File: src/rtl/emif_master_z.sv
// +--------------------------------------------------------------------------+
// | Module   : emif_master_z                                                 |
// | Function : single-word EMIF initiator with programmable setup, strobe,   |
// |            hold and turnaround timing.                                   |
// | Option   : `define EMIF_MASTER_ARDY_EN adds async ready + timeout.       |
// | Revision : 1.0 - initial release                                         |
// +--------------------------------------------------------------------------+
`default_nettype none

module emif_master_z #(
  parameter int unsigned SETUP_CYC  = 2,
  parameter int unsigned STROBE_CYC = 4,
  parameter int unsigned HOLD_CYC   = 2,
  parameter int unsigned TA_CYC     = 1
`ifdef EMIF_MASTER_ARDY_EN
  ,
  parameter int unsigned ARDY_TMO   = 64
`endif
) (
  input  logic        clk_100m,
  input  logic        rst_n,
  input  logic        cmd_valid,
  output logic        cmd_ready,
  input  logic        cmd_wr,
  input  logic [23:0] cmd_addr,
  input  logic [15:0] cmd_wdata,
  input  logic [1:0]  cmd_byten,
  output logic        rsp_valid,
  output logic [15:0] rsp_rdata,
  output logic        busy,
`ifdef EMIF_MASTER_ARDY_EN
  input  logic        emif_ardy_i,
  output logic        rsp_err,
`endif
  output logic [23:0] emif_addr_o,
  output logic [1:0]  emif_byten_o,
  output logic        emif_cen_o,
  output logic        emif_wen_o,
  output logic        emif_oen_o,
  output logic [15:0] emif_data_o,
  output logic        emif_data_oe,
  input  logic [15:0] emif_data_i
);

  typedef enum logic [2:0] {
    S_IDLE   = 3'd0,
    S_SETUP  = 3'd1,
    S_STROBE = 3'd2,
    S_HOLD   = 3'd3,
    S_TA     = 3'd4
  } state_t;

  localparam logic [7:0] c_setup_ld  = 8'(SETUP_CYC - 1);
  localparam logic [7:0] c_strobe_ld = 8'(STROBE_CYC - 1);
  localparam logic [7:0] c_hold_ld   = 8'(HOLD_CYC - 1);
  localparam logic [7:0] c_ta_ld     = (TA_CYC == 0) ? 8'd0 : 8'(TA_CYC - 1);

  state_t     r_state;
  logic [7:0] r_cnt;
  logic       r_wr;
  logic       w_cnt_zero;
  logic       w_strobe_done;

  assign w_cnt_zero = (r_cnt == 8'd0);
  assign busy       = ~cmd_ready;

`ifdef EMIF_MASTER_ARDY_EN
  logic        r_ardy_meta;
  logic        r_ardy_sync;
  logic [15:0] r_ext;
  logic        w_tmo;

  always_ff @(posedge clk_100m or negedge rst_n) begin
    if (!rst_n) begin
      r_ardy_meta <= 1'b0;
      r_ardy_sync <= 1'b0;
    end else begin
      r_ardy_meta <= emif_ardy_i;
      r_ardy_sync <= r_ardy_meta;
    end
  end

  // Minimum strobe first, then wait for ready or give up after ARDY_TMO extra cycles
  assign w_tmo         = (r_ext == 16'(ARDY_TMO));
  assign w_strobe_done = w_cnt_zero && (r_ardy_sync || w_tmo);
`else
  assign w_strobe_done = w_cnt_zero;
`endif

  always_ff @(posedge clk_100m or negedge rst_n) begin
    if (!rst_n) begin
      r_state      <= S_IDLE;
      r_cnt        <= 8'd0;
      r_wr         <= 1'b0;
      cmd_ready    <= 1'b1;
      rsp_valid    <= 1'b0;
      rsp_rdata    <= 16'd0;
      emif_addr_o  <= 24'd0;
      emif_byten_o <= 2'b11;
      emif_cen_o   <= 1'b1;
      emif_wen_o   <= 1'b1;
      emif_oen_o   <= 1'b1;
      emif_data_o  <= 16'd0;
      emif_data_oe <= 1'b0;
`ifdef EMIF_MASTER_ARDY_EN
      r_ext        <= 16'd0;
      rsp_err      <= 1'b0;
`endif
    end else begin
      rsp_valid <= 1'b0;
`ifdef EMIF_MASTER_ARDY_EN
      rsp_err   <= 1'b0;
`endif
      case (r_state)
        S_IDLE: begin
          if (cmd_valid) begin
            r_state      <= S_SETUP;
            r_cnt        <= c_setup_ld;
            r_wr         <= cmd_wr;
            cmd_ready    <= 1'b0;
            emif_addr_o  <= {cmd_addr[0], cmd_addr[23:1]};
            emif_byten_o <= cmd_byten;
            emif_cen_o   <= 1'b0;
            if (cmd_wr) begin
              emif_data_o  <= cmd_wdata;
              emif_data_oe <= 1'b1;
            end
          end
        end
        S_SETUP: begin
          if (w_cnt_zero) begin
            r_state    <= S_STROBE;
            r_cnt      <= c_strobe_ld;
            emif_wen_o <= ~r_wr;
            emif_oen_o <= r_wr;
`ifdef EMIF_MASTER_ARDY_EN
            r_ext      <= 16'd0;
`endif
          end else begin
            r_cnt <= r_cnt - 8'd1;
          end
        end
        S_STROBE: begin
          if (w_strobe_done) begin
            r_state    <= S_HOLD;
            r_cnt      <= c_hold_ld;
            emif_wen_o <= 1'b1;
            emif_oen_o <= 1'b1;
            if (!r_wr) begin
              rsp_rdata <= emif_data_i;
              rsp_valid <= 1'b1;
            end
`ifdef EMIF_MASTER_ARDY_EN
            rsp_err <= ~r_ardy_sync;
`endif
          end else if (!w_cnt_zero) begin
            r_cnt <= r_cnt - 8'd1;
          end
`ifdef EMIF_MASTER_ARDY_EN
          else begin
            r_ext <= r_ext + 16'd1;
          end
`endif
        end
        S_HOLD: begin
          if (w_cnt_zero) begin
            emif_cen_o   <= 1'b1;
            emif_byten_o <= 2'b11;
            emif_data_oe <= 1'b0;
            if (TA_CYC == 0) begin
              r_state   <= S_IDLE;
              cmd_ready <= 1'b1;
            end else begin
              r_state <= S_TA;
              r_cnt   <= c_ta_ld;
            end
          end else begin
            r_cnt <= r_cnt - 8'd1;
          end
        end
        S_TA: begin
          if (w_cnt_zero) begin
            r_state   <= S_IDLE;
            cmd_ready <= 1'b1;
          end else begin
            r_cnt <= r_cnt - 8'd1;
          end
        end
        default: begin
          r_state   <= S_IDLE;
          cmd_ready <= 1'b1;
        end
      endcase
    end
  end

endmodule

`default_nettype wire

File: config.mk
export PLATFORM = sky130hd
export DESIGN_NAME = emif_master_z
export DESIGN_NICKNAME = d
export VERILOG_FILES = /design/src/rtl/emif_master_z.sv
export SDC_FILE = /design/constraint.sdc
export NUM_CORES = 1
export LEC_CHECK = 0
export CAP_MARGIN = 10
export CORE_ASPECT_RATIO = 0.9
export CORE_MARGIN = 2
export CORE_UTILIZATION = 35
export CTS_CLUSTER_SIZE = 20
export DETAILED_ROUTE_END_ITERATION = 8
export DONT_BUFFER_PORTS = 1
export PLACE_DENSITY = 0.45
export SYNTH_ARGS = -nofsm -noshare
export SYNTH_HDL_FRONTEND = slang
export SYNTH_SLANG_ARGS = --single-unit
File: constraint.sdc
create_clock -name clk_100m -period 4.6 [get_ports clk_100m]
set_input_delay 1.38 -clock clk_100m [delete_from_list [all_inputs] [get_ports clk_100m]]
set_output_delay 1.38 -clock clk_100m [all_outputs]
set_load 0.005 [all_outputs]
==> impl_summary.txt, run 1 <==
----------------------------------------------------
[STA]
  Actual transition at the worst max-transition pin ... 0.972 ns
  Count of endpoints failing hold in the final timing report ... 0
  Total count of max-transition violations in the final report ... 0
  Min cycle time layout ... 2.58 ns
  Normalized max-slew margin ... 35.0%
  Final Cycle Share ... 56.1%
  Highest clock rate ... 0.388 GHz
  Worst Skew ... 0.00567 ns
  Setup-violating endpoint count in the final report ... 0
  RSZ-0062 raised after global routing ... false
  Setup TNS ... 0 ns

[Die]
  Floorplan row count ... 33
  DIE WIDTH ... 107 µm
  Area enclosed by the die boundary ... 0.0104 mm²
  DIE HEIGHT ... 96.7 µm
  Core area ... 0.00921 mm²
  Ports placed on the boundary ... 127
  Initial core utilization ... 36.3%

[Route]
  Routed length per instance ... 17.9 µm
  Vias per std cell ... 5.21
  Drt first-iter violations ... 102
  TritonRoute pass-1 iters ... 4
  Total routed wirelength ... 7690 µm
  Number of DRC violations after detailed routing ... 0
  Antenna Violating Nets Remaining ... 0
  Via count ... 2240

[Logic synthesis]
  Post-synth cell types ... 50
  Fraction of registers with async set or reset after synthesis ... 100%
  Simple-Gate Fraction of Synth Area ... 17.3%
  Count of synthesis-stage warnings from yosys ... 0
  Number of enable flip-flop cells after synthesis ... 0
  Synthesized-area fraction occupied by ao, oa, aoi and oai cells ... 8.83%
  Cell area after synthesis ... 0.00334 mm²
  Largest family of logic cells by synthesized area ... simple AND/OR/NAND/NOR gates
  Proportion of synthesized chip area in sequential cells ... 57.1%
  Register bit total from synthesis ... 76
  Area share of the largest cell type after synthesis ... 52.4%
  Synthesized area divided by synthesized cell count ... 10.9 µm²
  Flip-flop cell with the highest count after synthesis ... sky130_fd_sc_hd__dfrtp_1
  Post-synthesis adder-cell area fraction ... 1.05%
  Post-synthesis mux area share ... 11.8%
  Net Count, Synth ... 372
  Area leader, netlist ... sky130_fd_sc_hd__dfrtp_1
  Synthesized netlist cell count ... 308
  Synth area leaders ... sky130_fd_sc_hd__dfrtp_1, sky130_fd_sc_hd__nand2_1, sky130_fd_sc_hd__mux2_2
  Fraction of synthesized cell area in xor and xnor cells ... 0.262%

[Outcome]
  Result of the run ... complete, no violations

[Placed design]
  PortBufs ... 0
  Placed wire-length estimate ... 5220 µm
  Placer Congestion ... 0.736
  DP Cell Count ... 414

[Power and ir drop]
  Internal power consumption ... 0.895 mW
  VDD IR-drop max ... 0.181 mV
  Sw frac ... 22.8%
  Share of power burned in the clock network ... 40.5%
  Static Leakage ... 1.71 nW
  Total net switching power ... 0.265 mW
  Power share of the combinational group ... 0.8%
  Reg power frac ... 58.7%
  Areal power density over the cells ... 323 mW/mm²

[Clock network]
  Clock tree root driver cell ... sky130_fd_sc_hd__clkbuf_8
  Number of H-tree branching levels ... 3
  Number of buffers inserted during clock tree synthesis ... 9
  CTS clk-pin slew, worst paths ... 0.08 ns
  Clock tree from TritonCTS ... yes
  Clk Latency, worst-skew pair ... 0.34 ns
  PostCTS Resize Cnt ... 0
  Number of buffers inserted by hold repair at cts ... 0
  Post-CTS Repair Setup Buffers ... 0
  Maximum count of clock buffers along a single path ... 2
  Clock sink count ... 76

[Global route]
  Maximum number of pins on one net before global-route repair ... 77
  Via count of the first global-routing pass ... 2304
  Residual overflow from global routing ... 0
  Initial antenna violation count ... 0
  First-pass GRT wire length ... 12400 µm
  Total GRT Usage ... 15.2%

[Hold path]
  Type of the tightest min-delay check ... flop to flop

[Critical path]
  Largest driver fanout on the critical path ... 17
  Max stage delay on crit path ... 0.67 ns
  CP Class ... flop to flop
  Cells along the critical path ... inv_1 -> ha_1 -> nor4b_4 -> nand2_2 -> or4_4 -> mux2_4
  Critical-path top delay cell ... sky130_fd_sc_hd__or4_4
  Kind of start point of the critical path ... flop
  Endpoint required time on the critical path ... 4.83 ns
  Endpoint kind of the worst setup timing path ... flop
  Arrival time reported for the critical path endpoint ... 2.81 ns

[Job]
  Maxcap violations ... 0

[Finish]
  Final instance count without filler cells ... 430
  Post-route core utilization ... 39.0%
  Fraction of layout cells with a size suffix above 1 ... 19.8%
  Number of antenna diodes ... 0
  Net count of the finished layout ... 367
  Number of fillers in the final layout ... 919
  Layout overhead on the synthesized area ... 7.41%

----------------------------------------------------
## routing by layer
metal  global-route usage [%]  vias up  wire (µm)
li1                         -     1038          -
met3                     6.67       11        735
met5                        0        -          0
met2                     21.8       98       3410
met1                     20.7     1093       3450
met4                     4.90        0         95
## critical path: cells and delay by family (launching register included)
family,cells,cell delay (ns)
flip-flops,1,0.44
AND/OR/NAND/NOR,3,1.24
adder cells (fa/ha/maj),1,0.23
buffers and inverters,1,0.18
multiplexers,1,0.35
## final timing paths
| kind | from | endpoint | slack (ns) | depth (start not counted) |
|---|---|---|---|---|
| min in group asynchronous | rst_n | r_cnt[4] | 0.73 | 0 |
| hold / removal | r_wr | emif_wen_o | 0.50 | 1 |
| setup reg to reg | r_cnt[0] | rsp_rdata[15] | 2.02 | 6 |
| hold reg to reg | r_wr | emif_wen_o | 0.50 | 1 |
| max in group asynchronous | rst_n | cmd_ready | 3.63 | 0 |
| setup / recovery | r_cnt[0] | rsp_rdata[15] | 2.02 | 6 |
## flip-flops by register name, indices dropped and copies added (netlist names)
| register | count |
|---|---|
| cmd_ready | 1 |
| emif_addr_o | 24 |
| emif_byten_o | 2 |
| emif_cen_o | 1 |
| emif_data_o | 16 |
| emif_data_oe | 1 |
| emif_oen_o | 1 |
| emif_wen_o | 1 |
| r_cnt | 8 |
| r_state | 3 |
| r_wr | 1 |
| rsp_rdata | 16 |
| rsp_valid | 1 |
## synth_stat cells (2+ instances only)
master,n
sky130_fd_sc_hd__a211oi_1,2
sky130_fd_sc_hd__a21o_1,2
sky130_fd_sc_hd__a21oi_1,10
sky130_fd_sc_hd__a311oi_1,3
sky130_fd_sc_hd__a31oi_1,4
sky130_fd_sc_hd__buf_2,2
sky130_fd_sc_hd__clkbuf_1,12
sky130_fd_sc_hd__dfrtp_1,70
sky130_fd_sc_hd__dfstp_2,6
sky130_fd_sc_hd__ha_1,2
sky130_fd_sc_hd__inv_1,9
sky130_fd_sc_hd__mux2_2,23
sky130_fd_sc_hd__mux2_4,9
sky130_fd_sc_hd__nand2_1,85
sky130_fd_sc_hd__nand3_1,3
sky130_fd_sc_hd__nand4_1,3
sky130_fd_sc_hd__nor2_1,11
sky130_fd_sc_hd__nor2b_1,3
sky130_fd_sc_hd__nor3_1,4
sky130_fd_sc_hd__nor3b_1,2
sky130_fd_sc_hd__o211ai_1,4
sky130_fd_sc_hd__o21ai_0,8
sky130_fd_sc_hd__o21bai_1,2
sky130_fd_sc_hd__or3_1,3
## power groups by stage
stage          Clock [mW]  Combinational (mW)  Sequential [mW]
2_1_floorplan           0             0.00896            0.692
3_3_place_gp            0             0.00930            0.694
3_5_place_dp            0             0.00977            0.694
4_1_cts             0.491             0.00975            0.681
5_1_grt             0.517              0.0104            0.682
6_report            0.469             0.00962            0.680
## cell type report
type,count,area (µm²),share of cell area (%)
Sequential cell,76,1910,53.2
Multi-Input combinational cell,206,1310,36.5
Tap cell,122,153,4.25
Clock buffer,11,141,3.94
Clock inverter,5,36.3,1.01
Inverter,9,33.8,0.940
Timing Repair Buffer,1,7.51,0.209
## cell families (layout without fill, tap and decap cells)
| kind of cell | Yosys count | count (layout) |
|---|---|---|
| AO/OA/AOI/OAI | 45 | 45 |
| XOR/XNOR | 1 | 1 |
| adder cells (fa/ha/maj) | 3 | 3 |
| buffers and inverters | 26 | 26 |
| flip-flops | 76 | 76 |
| multiplexers | 32 | 32 |
| AND/OR/NAND/NOR | 125 | 125 |
## per-stage QoR
step           hold slack (ns)  total power [mW]  cell area, µm²  setup slack (ns)
5_1_grt                  0.508              1.21            3590              1.89
3_3_place_gp             0.487             0.703            3410              1.76
4_1_cts                  0.505              1.18            3590              2.02
3_5_place_dp             0.492             0.703            3410              1.74
6_report                 0.499              1.16            3590              2.02
2_1_floorplan            0.425             0.701            3340              2.08
## layout by cell type (no fill, tap or decap), drive strengths merged, types with 2 or more instances in the layout
cell type and count:
a311oi 3, nor3 5, mux2 32, clkinvlp 3
nor3b 2, dfstp 6, or3 3, a21oi 10
o21ai 9, o211ai 4, nor2b 3, nor2 11
inv 10, ha 2, a211oi 2, o21bai 2
nand3 3, clkbuf 11, a31oi 4, dfrtp 70
nand2 86, nand4 3, a21o 2
No activity file was read; power rests on OpenSTA's default activity.
==> inputs of run 2 (changes only) <==
--- a/config.mk
+++ b/config.mk
@@ -12,7 +12,7 @@
 export CTS_CLUSTER_SIZE = 20
 export DETAILED_ROUTE_END_ITERATION = 8
 export DONT_BUFFER_PORTS = 1
-export PLACE_DENSITY = 0.45
+export PLACE_DENSITY = 0.47
 export SYNTH_ARGS = -nofsm -noshare
 export SYNTH_HDL_FRONTEND = slang
 export SYNTH_SLANG_ARGS = --single-unit
==> constraint.sdc (replaced) <==
create_clock -name clk_100m -period 2.1 [get_ports clk_100m]
set_input_delay 0.63 -clock clk_100m [delete_from_list [all_inputs] [get_ports clk_100m]]
set_output_delay 0.63 -clock clk_100m [all_outputs]
set_load 0.005 [all_outputs]
==> run 2 against run 1 <==
Die area stayed put. Sequential power is 120% higher. The flow now finishes with violations (hold timing). Power is 120% higher.
==> impl_summary.txt, run 2 (same netlist as run 1, synthesis figures left out) <==
----------------------------------------------------
[Critical path]
  Arrival time reported for the critical path endpoint ... 2.27 ns (was 2.81 ns)
  Kind of start point of the critical path ... flop (unchanged)
  Endpoint kind of the worst setup timing path ... flop (unchanged)
  Largest driver fanout on the critical path ... 9 (was 17)
  Endpoint required time on the critical path ... 2.33 ns (was 4.83 ns)
  CP Class ... flop to flop (unchanged)

[Route]
  Routed length per instance ... 17.8 µm (was 17.9 µm)
  Via count ... 2314 (was 2240)
  Number of DRC violations after detailed routing ... 0 (unchanged)
  Drt first-iter violations ... 121 (was 102)
  Vias per std cell ... 5.18 (was 5.21)
  Antenna Violating Nets Remaining ... 0 (unchanged)
  Total routed wirelength ... 7940 µm (was 7690 µm)
  TritonRoute pass-1 iters ... 4 (unchanged)

[Global route]
  First-pass GRT wire length ... 12500 µm (was 12400 µm)
  Total GRT Usage ... 15.4% (was 15.2%)
  Via count of the first global-routing pass ... 2425 (was 2304)
  Initial antenna violation count ... 0 (unchanged)
  Residual overflow from global routing ... 0 (unchanged)
  Maximum number of pins on one net before global-route repair ... 77 (unchanged)

[Die]
  Initial core utilization ... 36.3% (unchanged)
  Floorplan row count ... 33 (unchanged)
  DIE HEIGHT ... 96.7 µm (unchanged)
  Area enclosed by the die boundary ... 0.0104 mm² (unchanged)
  Ports placed on the boundary ... 127 (unchanged)
  DIE WIDTH ... 107 µm (unchanged)
  Core area ... 0.00921 mm² (unchanged)

[Clock network]
  Number of H-tree branching levels ... 3 (unchanged)
  Number of buffers inserted during clock tree synthesis ... 9 (unchanged)
  CTS clk-pin slew, worst paths ... 0.08 ns (about the same)
  Post-CTS Repair Setup Buffers ... 0 (unchanged)
  Clock tree root driver cell ... sky130_fd_sc_hd__clkbuf_8 (unchanged)
  Clock tree from TritonCTS ... yes (unchanged)
  Clock sink count ... 76 (unchanged)
  Maximum count of clock buffers along a single path ... 2 (unchanged)
  Clk Latency, worst-skew pair ... 0.35 ns (was 0.34 ns)

[Finish]
  Layout overhead on the synthesized area ... 12.5% (was 7.41%)
  Net count of the finished layout ... 385 (was 367)
  Final instance count without filler cells ... 447 (was 430)
  Largest registers ranked by flip-flop count ... emif_addr_o: 24 flops, emif_data_o: 16 flops, rsp_rdata: 16 flops (unchanged)
  Number of fillers in the final layout ... 884 (was 919)
  Commonest non-fill, non-tap cell in the layout ... sky130_fd_sc_hd__nand2_1 (unchanged)
  Biggest register ... emif_addr_o (unchanged)
  Fraction of layout cells with a size suffix above 1 ... 25.2% (was 19.8%)
  Number of antenna diodes ... 0 (unchanged)
  Post-route core utilization ... 40.9% (was 39.0%)
  Max FFs per register ... 24 (unchanged)
  Most used cells in the layout excluding fill and tap cells ... sky130_fd_sc_hd__nand2_1, sky130_fd_sc_hd__dfrtp_1, sky130_fd_sc_hd__mux2_2 (unchanged)

[STA]
  Normalized max-slew margin ... 58.2% (was 35.0%)
  Min cycle time layout ... 2.04 ns (was 2.58 ns)
  RSZ-0062 raised after global routing ... true (was false)
  Final Cycle Share ... 97.2% (was 56.1%)
  Minimum hold slack ... -0.0201 ns (was 0.499 ns)
  Setup-violating endpoint count in the final report ... 0 (unchanged)
  Setup TNS ... 0 ns (unchanged)
  Count of endpoints failing hold in the final timing report ... 70 (was 0)
  Worst Skew ... 0.0148 ns (was 0.00567 ns)
  Total count of max-transition violations in the final report ... 0 (unchanged)
  Highest clock rate ... 0.490 GHz (was 0.388 GHz)
  Actual transition at the worst max-transition pin ... 0.625 ns (was 0.972 ns)

[Power and ir drop]
  Power share of the combinational group ... 0.8% (about the same)
  Sw frac ... 21.2% (was 22.8%)
  Areal power density over the cells ... 686 mW/mm² (was 323 mW/mm²)
  VDD IR-drop max ... 0.419 mV (was 0.181 mV)
  Reg power frac ... 57.7% (was 58.7%)
  Total net switching power ... 0.548 mW (was 0.265 mW)
  Final Total Pwr ... 2.58 mW (was 1.16 mW)
  Share of power burned in the clock network ... 41.5% (was 40.5%)
  Static Leakage ... 1.81 nW (was 1.71 nW)
  Internal power consumption ... 2.04 mW (was 0.895 mW)

[Outcome]
  Result of the run ... complete, but fails checks (was complete, no violations)
  Violated checks ... hold timing

[Placed design]
  DP Cell Count ... 431 (was 414)
  PortBufs ... 0 (unchanged)
  Placer Congestion ... 0.843 (was 0.736)
  Placed wire-length estimate ... 5130 µm (was 5220 µm)

[Job]
  Maxcap violations ... 0 (unchanged)

[Hold path]
  Type of the tightest min-delay check ... primary input to asynchronous set/reset pin (was flop to flop)

----------------------------------------------------
[run 2: changes by cell type in the layout (fill, tap and decap cells not counted), moves of 2 or more]
cell,change
sky130_fd_sc_hd__buf_4,+16
sky130_fd_sc_hd__clkinvlp_4,-3
sky130_fd_sc_hd__inv_2,+2
sky130_fd_sc_hd__inv_1,-2
sky130_fd_sc_hd__clkinv_2,+2
[run 2: repair_timing]
item	CTS	global route
gates resized for setup	0	3
setup endpoints to repair	0	19
endpoints found under the hold margin	70	70
[run 2: critical path, cell delays in order (launching register included)]
cell and delay (ns):
sky130_fd_sc_hd__dfrtp_1 0.42, sky130_fd_sc_hd__inv_2 0.11, sky130_fd_sc_hd__ha_4 0.15, sky130_fd_sc_hd__nor4b_4 0.23
sky130_fd_sc_hd__nand2_2 0.12, sky130_fd_sc_hd__or4_4 0.56, sky130_fd_sc_hd__mux2_4 0.34
[run 2: stage by stage]
step / area [µm²] / worst slack, ns
after floorplan: 3360 / -0.0765
after global placement: 3570 / 0.0852
after detailed placement: 3570 / 0.0362
after CTS: 3750 / 0.00395
after global routing: 3760 / -0.0145
final: 3760 / 0.0597
[run 2: final timing paths]
| check | startpoint | cells past startpoint | endpoint | slack (ns) |
|---|---|---|---|---|
| worst max-delay path | r_cnt[1] | 6 | rsp_rdata[13] | 0.06 |
| worst min-delay path | rst_n | 0 | r_cnt[1] | -0.02 |
| worst max register to register | r_cnt[1] | 6 | rsp_rdata[13] | 0.06 |
| worst min register to register | emif_addr_o[8] | 2 | emif_addr_o[8] | 0.51 |
| max in group asynchronous | rst_n | 0 | emif_cen_o | 1.90 |
| min in group clk_100m | cmd_byten[1] | 2 | emif_byten_o[1] | 0.36 |
[run 2: area by class of cell]
class | count | area (µm²) | share of cell area [%]
clock buffers | 10 | 128 | 3.39
clock inverters | 5 | 53.8 | 1.43
inverters | 9 | 33.8 | 0.898
multi-input cells | 207 | 1340 | 35.6
flip-flops and latches | 76 | 1910 | 50.7
well taps | 122 | 153 | 4.06
repair buffers | 18 | 148 | 3.92
[run 2: layer usage]
| layer | vias up | GRT usage, % | wire, µm |
|---|---|---|---|
| li1 | 1078 | - | - |
| met4 | 0 | 3.80 | 54 |
| met5 | - | 0 | 0 |
| met1 | 1117 | 20.0 | 3450 |
| met3 | 5 | 7.48 | 863 |
| met2 | 114 | 23.1 | 3570 |
[run 2: power groups by stage]
stage	clock (mW)	sequential, mW	combinational, mW
floorplan	0	1.52	0.0196
global placement	0	1.52	0.0198
detailed placement	0	1.52	0.0214
CTS	1.12	1.49	0.0218
global route	1.20	1.49	0.0233
finish	1.07	1.49	0.0213
==> inputs of run 3 (changes only) <==
--- a/config.mk
+++ b/config.mk
@@ -6,13 +6,14 @@
 export NUM_CORES = 1
 export LEC_CHECK = 0
 export CAP_MARGIN = 10
+export CELL_PAD_IN_SITES_DETAIL_PLACEMENT = 0
+export CELL_PAD_IN_SITES_GLOBAL_PLACEMENT = 1
 export CORE_ASPECT_RATIO = 0.9
 export CORE_MARGIN = 2
 export CORE_UTILIZATION = 35
-export CTS_CLUSTER_SIZE = 20
 export DETAILED_ROUTE_END_ITERATION = 8
 export DONT_BUFFER_PORTS = 1
-export PLACE_DENSITY = 0.47
+export PLACE_DENSITY = 0.59
 export SYNTH_ARGS = -nofsm -noshare
 export SYNTH_HDL_FRONTEND = slang
 export SYNTH_SLANG_ARGS = --single-unit
==> run 3 against run 2 <==
Hold slack lost 0.00099 ns. First-iteration DRC count shrank 5.8%. The flow still finishes with violations (hold timing). Critical endpoint is now rsp_rdata[9]. Non-clock buffer count grew 3. Clock skew shrank 0.0064 ns. Highest routed layer unchanged. Sequential power is essentially flat. Sequential cell count is the same. Fmax shrank 2.5%. Clock power grew 13%.
==> impl_summary.txt, run 3 (same netlist as run 1, synthesis figures left out) <==
----------------------------------------------------
[Clock network]
  Number of H-tree branching levels ... 3 (unchanged)
  Maximum count of clock buffers along a single path ... 2 (unchanged)
  Clock sink count ... 76 (unchanged)
  Clk Latency, worst-skew pair ... 0.35 ns (about the same)
  CTS clk-pin slew, worst paths ... 0.08 ns (about the same)
  Number of buffers inserted during clock tree synthesis ... 9 (unchanged)
  Clock tree root driver cell ... sky130_fd_sc_hd__clkbuf_8 (unchanged)
  Clock tree from TritonCTS ... yes (unchanged)

[Die]
  Ports placed on the boundary ... 127 (unchanged)
  Core area ... 0.00921 mm² (unchanged)
  Initial core utilization ... 36.3% (unchanged)
  DIE WIDTH ... 107 µm (unchanged)
  Floorplan row count ... 33 (unchanged)
  DIE HEIGHT ... 96.7 µm (unchanged)
  Area enclosed by the die boundary ... 0.0104 mm² (unchanged)

[STA]
  Final Cycle Share ... 99.6% (was 97.2%)
  Count of endpoints failing hold in the final timing report ... 70 (unchanged)
  Normalized max-slew margin ... 70.7% (was 58.2%)
  Setup TNS ... 0 ns (unchanged)
  Worst Setup Slack, final ... 0.00755 ns (was 0.0597 ns)
  Minimum hold slack ... -0.0211 ns (was -0.0201 ns)
  Highest clock rate ... 0.478 GHz (was 0.490 GHz)
  RSZ-0062 raised after global routing ... true (unchanged)
  Worst Skew ... 0.00839 ns (was 0.0148 ns)
  Min cycle time layout ... 2.09 ns (was 2.04 ns)
  Setup-violating endpoint count in the final report ... 0 (unchanged)
  Actual transition at the worst max-transition pin ... 0.436 ns (was 0.625 ns)
  Total count of max-transition violations in the final report ... 0 (unchanged)

[Power and ir drop]
  Static Leakage ... 1.83 nW (was 1.81 nW)
  Areal power density over the cells ... 714 mW/mm² (was 686 mW/mm²)
  Final Total Pwr ... 2.72 mW (was 2.58 mW)
  VDD IR-drop max ... 0.310 mV (was 0.419 mV)

[Finish]
  Net count of the finished layout ... 389 (was 385)
  Fraction of layout cells with a size suffix above 1 ... 26.1% (was 25.2%)
  Number of fillers in the final layout ... 888 (was 884)
  Biggest register ... emif_addr_o (unchanged)
  Layout overhead on the synthesized area ... 14.1% (was 12.5%)
  Most used cells in the layout excluding fill and tap cells ... sky130_fd_sc_hd__nand2_1, sky130_fd_sc_hd__dfrtp_1, sky130_fd_sc_hd__mux2_2 (unchanged)
  Commonest non-fill, non-tap cell in the layout ... sky130_fd_sc_hd__nand2_1 (unchanged)
  Number of antenna diodes ... 0 (unchanged)
  Area of the multi-input gates ... 0.00135 mm² (was 0.00134 mm²)
  Footprint of the flip-flops and latches ... 0.00191 mm² (unchanged)
  Largest registers ranked by flip-flop count ... emif_addr_o: 24 flops, emif_data_o: 16 flops, rsp_rdata: 16 flops (unchanged)
  Max FFs per register ... 24 (unchanged)

[Critical path]
  Cells along the critical path ... inv_2 -> ha_4 -> nor4b_4 -> nand2_2 -> or4_4 -> mux2_4 (unchanged)
  Endpoint kind of the worst setup timing path ... flop (unchanged)
  Critical-path top delay cell ... sky130_fd_sc_hd__or4_4 (unchanged)
  Max stage delay on crit path ... 0.65 ns (was 0.56 ns)
  CP Class ... flop to flop (unchanged)
  Buf/Inv on CP ... 1 (unchanged)
  Kind of start point of the critical path ... flop (unchanged)
  WP depth ... 6 (unchanged)
  CP delay by family, top ... simple AND/OR/NAND/NOR gates (unchanged)
  Worst reg2reg path depth ... 6 (unchanged)
  Arrival time reported for the critical path endpoint ... 2.33 ns (was 2.27 ns)
  Endpoint required time on the critical path ... 2.33 ns (about the same)
  Largest driver fanout on the critical path ... 8 (was 9)

[Route]
  Antenna Violating Nets Remaining ... 0 (unchanged)
  Number of DRC violations after detailed routing ... 0 (unchanged)
  Vias per std cell ... 5.07 (was 5.18)
  Total routed wirelength ... 7870 µm (was 7940 µm)
  Via count ... 2291 (was 2314)
  Drt first-iter violations ... 114 (was 121)
  TritonRoute pass-1 iters ... 4 (unchanged)
  Routed length per instance ... 17.4 µm (was 17.8 µm)

[Global route]
  First-pass GRT wire length ... 12600 µm (was 12500 µm)
  Total GRT Usage ... 15.5% (was 15.4%)
  Via count of the first global-routing pass ... 2429 (was 2425)
  Residual overflow from global routing ... 0 (unchanged)
  Maximum number of pins on one net before global-route repair ... 77 (unchanged)
  Initial antenna violation count ... 0 (unchanged)

[Placed design]
  Placer Congestion ... 0.782 (was 0.843)
  Post-placement setup slack ... 0.0265 ns (was 0.0362 ns)
  PortBufs ... 0 (unchanged)
  Placed wire-length estimate ... 5250 µm (was 5130 µm)

[Outcome]
  Violated checks ... hold timing (unchanged)
  Result of the run ... complete, but fails checks (unchanged)

[Hold path]
  Type of the tightest min-delay check ... primary input to asynchronous set/reset pin (unchanged)

[Job]
  Maxcap violations ... 0 (unchanged)

----------------------------------------------------
## run 3: repair_timing
action	in CTS	in global routing
endpoints found under the setup margin	0	18
resized for setup	0	4
endpoints found under the hold margin	70	70
buffers inserted	0	1
## run 3: worst register-to-register path, delay by kind of cell (launching register included)
family        cells  cell delay [ns]
fa+ha+maj         1             0.14
buf+inv           1             0.09
flops             1             0.39
mux               1             0.33
simple gates      3             1.03
## run 3: routing by layer
metal  global-route usage (%)  share of wire, %  vias up
li1                         -                 -     1087
met1                     19.4                44     1097
met2                     23.2                45       98
met3                     8.56               9.9        9
met4                     3.80              0.93        0
met5                        0                 0        -
## run 3: report_power, final
group          switching (mW)  total, mW  internal (mW)
registers              0.0113       1.49           1.48
clock network           0.543       1.21          0.669
logic                 0.00414     0.0214         0.0172
## run 3: final timing paths
kind | from | end | slack [ns]
max | r_cnt[1] | rsp_rdata[9] | 0.008
min | rst_n | rsp_rdata[5] | -0.02
max reg2reg | r_cnt[1] | rsp_rdata[9] | 0.008
min reg2reg | emif_addr_o[5] | emif_addr_o[5] | 0.51
max in group asynchronous | rst_n | cmd_ready | 1.90
min in group clk_100m | cmd_byten[1] | emif_byten_o[1] | 0.36
## run 3: layout make-up
type	instances	share of cell area (%)
flip-flops and latches	76	50.0
repair buffers	21	4.13
well taps	122	4.00
clock buffers	11	3.44
clock inverters	5	2.07
multi-input cells	208	35.4
inverters	9	0.886
## run 3: stage by stage
step | utilization (%) | cells | instance area (µm²)
2_1_floorplan | - | 308 | 3360
3_3_place_gp | 38.8 | 433 | 3570
3_5_place_dp | 38.8 | 433 | 3570
4_1_cts | 41.1 | 449 | 3780
5_1_grt | 41.4 | 452 | 3810
6_report | 41.4 | 452 | 3810
